File: config.mk
export PLATFORM = sky130hd
export DESIGN_NAME = fsm_sequence_gen
export DESIGN_NICKNAME = d
export VERILOG_FILES = /design/src/rtl/fsm_sequence_gen.sv
export SDC_FILE = /design/constraint.sdc
export NUM_CORES = 1
export LEC_CHECK = 0
export ABC_CLOCK_PERIOD_IN_PS = 4100
export BUFFER_PORTS_ARGS = -buffer_cell sky130_fd_sc_hd__buf_2
export CORE_AREA = 3 3 58 60
export CTS_BUF_LIST = sky130_fd_sc_hd__clkbuf_16
export DETAILED_ROUTE_END_ITERATION = 10
export DIE_AREA = 0 0 61 63
export PLACE_DENSITY_LB_ADDON = 0.3
export SYNTH_ARGS = -nofsm -noshare
export SYNTH_HDL_FRONTEND = slang
export SYNTH_SLANG_ARGS = --single-unit
File: constraint.sdc
create_clock -name clk_i -period 4.1 [get_ports clk_i]
set_input_delay 0.41 -clock clk_i [delete_from_list [all_inputs] [get_ports clk_i]]
set_output_delay 0.41 -clock clk_i [all_outputs]
set_load 0.05 [all_outputs]
File: src/rtl/fsm_sequence_gen.sv
// Serial bit-pattern generator: captures a pattern and shifts it out MSB-first, with optional gapped repeats.
// Latency: first pattern bit appears on the same edge that samples start_i; done_o ticks one cycle after the last bit.
// Backpressure: none; start_i is ignored while busy_o is high.
//
// Ports:
//   clk_i        rising-edge clock
//   reset_i      asynchronous active-low reset (0 = reset asserted)
//   start_i      frame request, sampled only in IDLE
//   pattern_i    bits to emit; bit [L-1] goes out first
//   length_i     bits per repetition; 0 or >WIDTH selects WIDTH
//   repeat_cnt_i extra repetitions after the first
//   gap_i        idle cycles between repetitions
//   sequence_o   serial data out (IDLE_BIT when not emitting)
//   valid_o      high while sequence_o carries a pattern bit
//   busy_o       high in every state except IDLE
//   done_o       one-cycle tick after the final bit of the frame
//   state_reg_o  current FSM state, for debug
module fsm_sequence_gen #(
  parameter int   WIDTH    = 8,
  parameter int   LEN_W    = 4,
  parameter logic IDLE_BIT = 1'b0
) (
  input  logic             clk_i,
  input  logic             reset_i,
  input  logic             start_i,
  input  logic [WIDTH-1:0] pattern_i,
  input  logic [LEN_W-1:0] length_i,
  input  logic [3:0]       repeat_cnt_i,
  input  logic [3:0]       gap_i,
  output logic             sequence_o,
  output logic             valid_o,
  output logic             busy_o,
  output logic             done_o,
  output logic [2:0]       state_reg_o
);

  localparam logic [2:0] ST_IDLE  = 3'd0;
  localparam logic [2:0] ST_SHIFT = 3'd1;
  localparam logic [2:0] ST_GAP   = 3'd2;
  localparam logic [2:0] ST_DONE  = 3'd3;

  localparam int IDX_W = (WIDTH > 1) ? $clog2(WIDTH) : 1;
  localparam logic [LEN_W-1:0] WIDTH_L = LEN_W'(WIDTH);

  logic [2:0]       state_q, state_d;
  logic [WIDTH-1:0] pat_q,   pat_d;
  logic [IDX_W-1:0] len_q,   len_d;   // shadow of L-1, the reload index
  logic [IDX_W-1:0] idx_q,   idx_d;
  logic [3:0]       rep_q,   rep_d;   // repetitions still to emit
  logic [3:0]       gap_q,   gap_d;
  logic [3:0]       gcnt_q,  gcnt_d;  // gap cycles left after the current one

  logic [LEN_W-1:0] len_eff;
  logic [IDX_W-1:0] len_m1;

  // Out-of-range lengths (0 or wider than the pattern) fall back to the full width.
  always_comb begin
    len_eff = length_i;
    if (length_i == '0 || length_i > WIDTH_L) begin
      len_eff = WIDTH_L;
    end
    len_m1 = IDX_W'(len_eff - LEN_W'(1));
  end

  always_comb begin
    state_d = state_q;
    pat_d   = pat_q;
    len_d   = len_q;
    idx_d   = idx_q;
    rep_d   = rep_q;
    gap_d   = gap_q;
    gcnt_d  = gcnt_q;
    case (state_q)
      ST_IDLE: begin
        if (start_i) begin
          pat_d   = pattern_i;
          len_d   = len_m1;
          idx_d   = len_m1;
          rep_d   = repeat_cnt_i;
          gap_d   = gap_i;
          state_d = ST_SHIFT;
        end
      end
      ST_SHIFT: begin
        if (idx_q != '0) begin
          idx_d = idx_q - IDX_W'(1);
        end else if (rep_q != 4'd0) begin
          if (gap_q != 4'd0) begin
            gcnt_d  = gap_q - 4'd1;
            state_d = ST_GAP;
          end else begin
            // Back-to-back repetition: reload without a bubble.
            idx_d = len_q;
            rep_d = rep_q - 4'd1;
          end
        end else begin
          state_d = ST_DONE;
        end
      end
      ST_GAP: begin
        if (gcnt_q == 4'd0) begin
          idx_d   = len_q;
          rep_d   = rep_q - 4'd1;
          state_d = ST_SHIFT;
        end else begin
          gcnt_d = gcnt_q - 4'd1;
        end
      end
      ST_DONE: state_d = ST_IDLE;
      default: state_d = ST_IDLE;  // unused codes recover in one clock
    endcase
  end

  always_ff @(posedge clk_i or negedge reset_i) begin
    if (!reset_i) begin
      state_q <= ST_IDLE;
      pat_q   <= '0;
      len_q   <= '0;
      idx_q   <= '0;
      rep_q   <= '0;
      gap_q   <= '0;
      gcnt_q  <= '0;
    end else begin
      state_q <= state_d;
      pat_q   <= pat_d;
      len_q   <= len_d;
      idx_q   <= idx_d;
      rep_q   <= rep_d;
      gap_q   <= gap_d;
      gcnt_q  <= gcnt_d;
    end
  end

  // Outputs decode registered state only, so reset reaches them without a clock.
  assign valid_o     = (state_q == ST_SHIFT);
  assign sequence_o  = valid_o ? pat_q[idx_q] : IDLE_BIT;
  assign busy_o      = (state_q != ST_IDLE);
  assign done_o      = (state_q == ST_DONE);
  assign state_reg_o = state_q;

endmodule

==> results.json <==
{
  "portBuffers": 28,
  "pwr-share-clk_pct": 11.7,
  "critPathKind": "flip-flop to flip-flop",
  "ys_warn_count": 0,
  "fin_crit_sh_pct": 57.3,
  "synthXorXnorAreaFrac_pct": 1.50,
  "status": "completed",
  "synth_top_cell_by_area": "dfrtp_1",
  "r2r_slack_ns": 1.75,
  "synth_top_family_by_area": "simple AND/OR/NAND/NOR gates",
  "path_max_fanout": 9,
  "drc_errors": 0,
  "coreArea_sq_mm": 0.00298,
  "rows": 20,
  "worstPathArrival_ns": 2.50,
  "fmax_ghz": 0.425,
  "antenna_found_initial": 0,
  "cp.required_ns": 4.25,
  "dp_hpwl_um": 2840,
  "vias_per_cell": 6.09,
  "synth.area.mux_share_pct": 15.2,
  "cts_tree": "done",
  "netlist_area_sq_mm": 0.00175,
  "die_y_um": 63,
  "setup_viol": 0,
  "hold_class": "input pin to asynchronous set/reset pin",
  "final_area_sq_mm": 0.00199,
  "drv_slew": 0,
  "synth_common_cells": "dfrtp_1 (28), mux2_2 (15), inv_1 (14)",
  "synth_top_area_share_pct": 40.1,
  "fin_ws_ns": 1.75,
  "rsz0062_at_grt": "false",
  "p_sw_share_pct": 45.2,
  "ys_ff_latch": 28,
  "grt_max_degree": 29,
  "antennaDiodeCount": 0,
  "place_congestion": 0.961,
  "grt_pass1_wl_um": 6320,
  "fin_crit_ns": 2.35,
  "cp_slowest_cell": "a21oi_1",
  "first_pass_iters": 4,
  "grt_pass1_vias": 1411,
  "nets": 229,
  "die-area_sq_mm": 0.00384,
  "place_ws_ns": 1.81,
  "syn_inst": 168,
  "ys_seq_area_share_pct": 40.1,
  "cts.clk_slew.worst_paths_ns": 0.07,
  "clockBufferDepth": 2,
  "numCtsBuffers": 3,
  "grt_overflow": 0,
  "power.sequential.fraction_pct": 29.6,
  "area_delta_synth_final_pct": 13.7,
  "stdcell_count": 228,
  "pin_count": 30,
  "synth-edff-count": 0,
  "p_sw_mw": 0.861,
  "drt-wirelength-per-cell_um": 16.4,
  "combinationalPowerShare_pct": 58.6,
  "critPathCaptureType": "flip-flop",
  "dpl_cell_area_sq_mm": 0.00191,
  "crit_chain": "inv_1, ha_1, clkinv_1, a21oi_1, nand3_1, mux2_2",
  "htreeDepth": 1,
  "cts_resized": 0,
  "start_util_pct": 58.7,
  "ant_nets": 0,
  "root_buffer": "clkbuf_16",
  "cp.buffers_inverters": 2,
  "synth.area.top_cells": "dfrtp_1 (40%), mux2_2 (9.7%), ha_1 (7.2%)",
  "wl_um": 3740,
  "worst_pin_slew_ns": 0.642,
  "die_w_um": 61,
  "slowest_delay_ns": 0.45,
  "drive_above_1_share_pct": 29.2,
  "maxCapViolations": 0,
  "startpoint_type": "flip-flop",
  "power_leakage_nw": 0.899,
  "powerDensity_mw_per_mm2": 958,
  "synth-simple-area-share_pct": 15.9,
  "hold_buffers": 0,
  "post-route-util_pct": 66.8,
  "ir_drop_uv": 386,
  "synth_compound_area_share_pct": 15.2,
  "yosys.area_share.adder_pct": 7.16,
  "internal-power_mw": 1.04,
  "synth_cell_types": 45,
  "hold_viol_final": 0,
  "yosysMostFrequentCell": "dfrtp_1",
  "clock_skew_ns": 0.00213,
  "cts_setup_buffers": 0,
  "relSlewSlack_pct": 57.1,
  "cts_sinks": 28,
  "dpl.cell_count": 224,
  "fin_tns_setup_ns": 0,
  "drt_iter0_drc": 73,
  "worstSkewPairLatency_ns": 0.26,
  "vias": 1388,
  "synthArstFlopShare_pct": 100,
  "syn_nets": 201,
  "syn_area_per_cell_sq_um": 10.4,
  "ys.flop_type": "dfrtp_1",
  "critPathTopFamily": "compound AO/OA/AOI/OAI gates",
  "grt_use_total_pct": 21.5
}
-- cells by family after synthesis --
logic type,after synthesis
AND/OR/NAND/NOR,50
XOR/XNOR,3
AO/OA/AOI/OAI,33
other,1
adder cells (fa/ha/maj),10
multiplexers,22
buffers and inverters,21
flip-flops,28
-- path summary, 6_finish.rpt --
check / from / end / cells after the start
min in group clk_i: pattern_i[2] / pat_q[2]$_DFFE_PN0P_ / 2
hold / removal: reset_i / rep_q[3]$_DFFE_PN0P_ / 1
setup reg to reg: state_reg_o[0]$_DFFE_PN0P_ / gcnt_q[0]$_DFFE_PN0P_ / 6
setup / recovery: state_reg_o[0]$_DFFE_PN0P_ / gcnt_q[0]$_DFFE_PN0P_ / 6
max in group asynchronous: reset_i / gap_q[2]$_DFFE_PN0P_ / 1
hold reg to reg: rep_q[0]$_DFFE_PN0P_ / rep_q[0]$_DFFE_PN0P_ / 1
-- cell type report --
type	instances	area [sq um]
repair buffers	29	148
multi-input cells	119	963
clock buffers	3	75.1
fillers	236	990
well taps	33	41.3
inverters	15	56.3
flip-flops and latches	28	701
clock inverters	1	3.75
-- per-layer routing --
layer	global-route usage [%]	wire (um)
met5	0	0
met2	35.2	1950
met1	26.9	1540
met3	5.17	187
met4	7.86	70
-- power groups by stage --
stage | registers [mW] | clock network [mW] | logic, mW
3_5_place_dp | 0.569 | 0 | 1.11
2_1_floorplan | 0.558 | 0 | 0.870
5_1_grt | 0.587 | 0.242 | 1.24
4_1_cts | 0.563 | 0.227 | 1.12
3_3_place_gp | 0.557 | 0 | 1.06
6_report | 0.564 | 0.223 | 1.12
-- sequential cells by signal (all words and copies together) (netlist names) --
register     count
pat_q            8
gap_q            4
gcnt_q           4
rep_q            4
idx_q            3
len_q            3
state_reg_o      2
-- placed cells by master, fill, tap and decap left out, types with 3 or more instances in the layout --
master,n
and3_1,3
a31oi_1,5
inv_1,14
mux2_2,15
buf_2,28
nor2b_1,4
clkbuf_16,3
nand3_1,5
ha_1,10
a21oi_1,4
nand2_1,13
o211ai_1,4
o21ai_0,5
nor2_1,3
dfrtp_1,28
mux2i_1,4
nand2b_1,6
a41oi_1,3
-- per-stage QoR --
step                      total power [mW]  hold WS [ns]
after floorplan                       1.43         0.114
after global placement                1.62         0.451
after detailed placement              1.68         0.465
after CTS                             1.91         0.181
after global routing                  2.07         0.206
final                                 1.90         0.156
(Power assumes the default switching activity.)
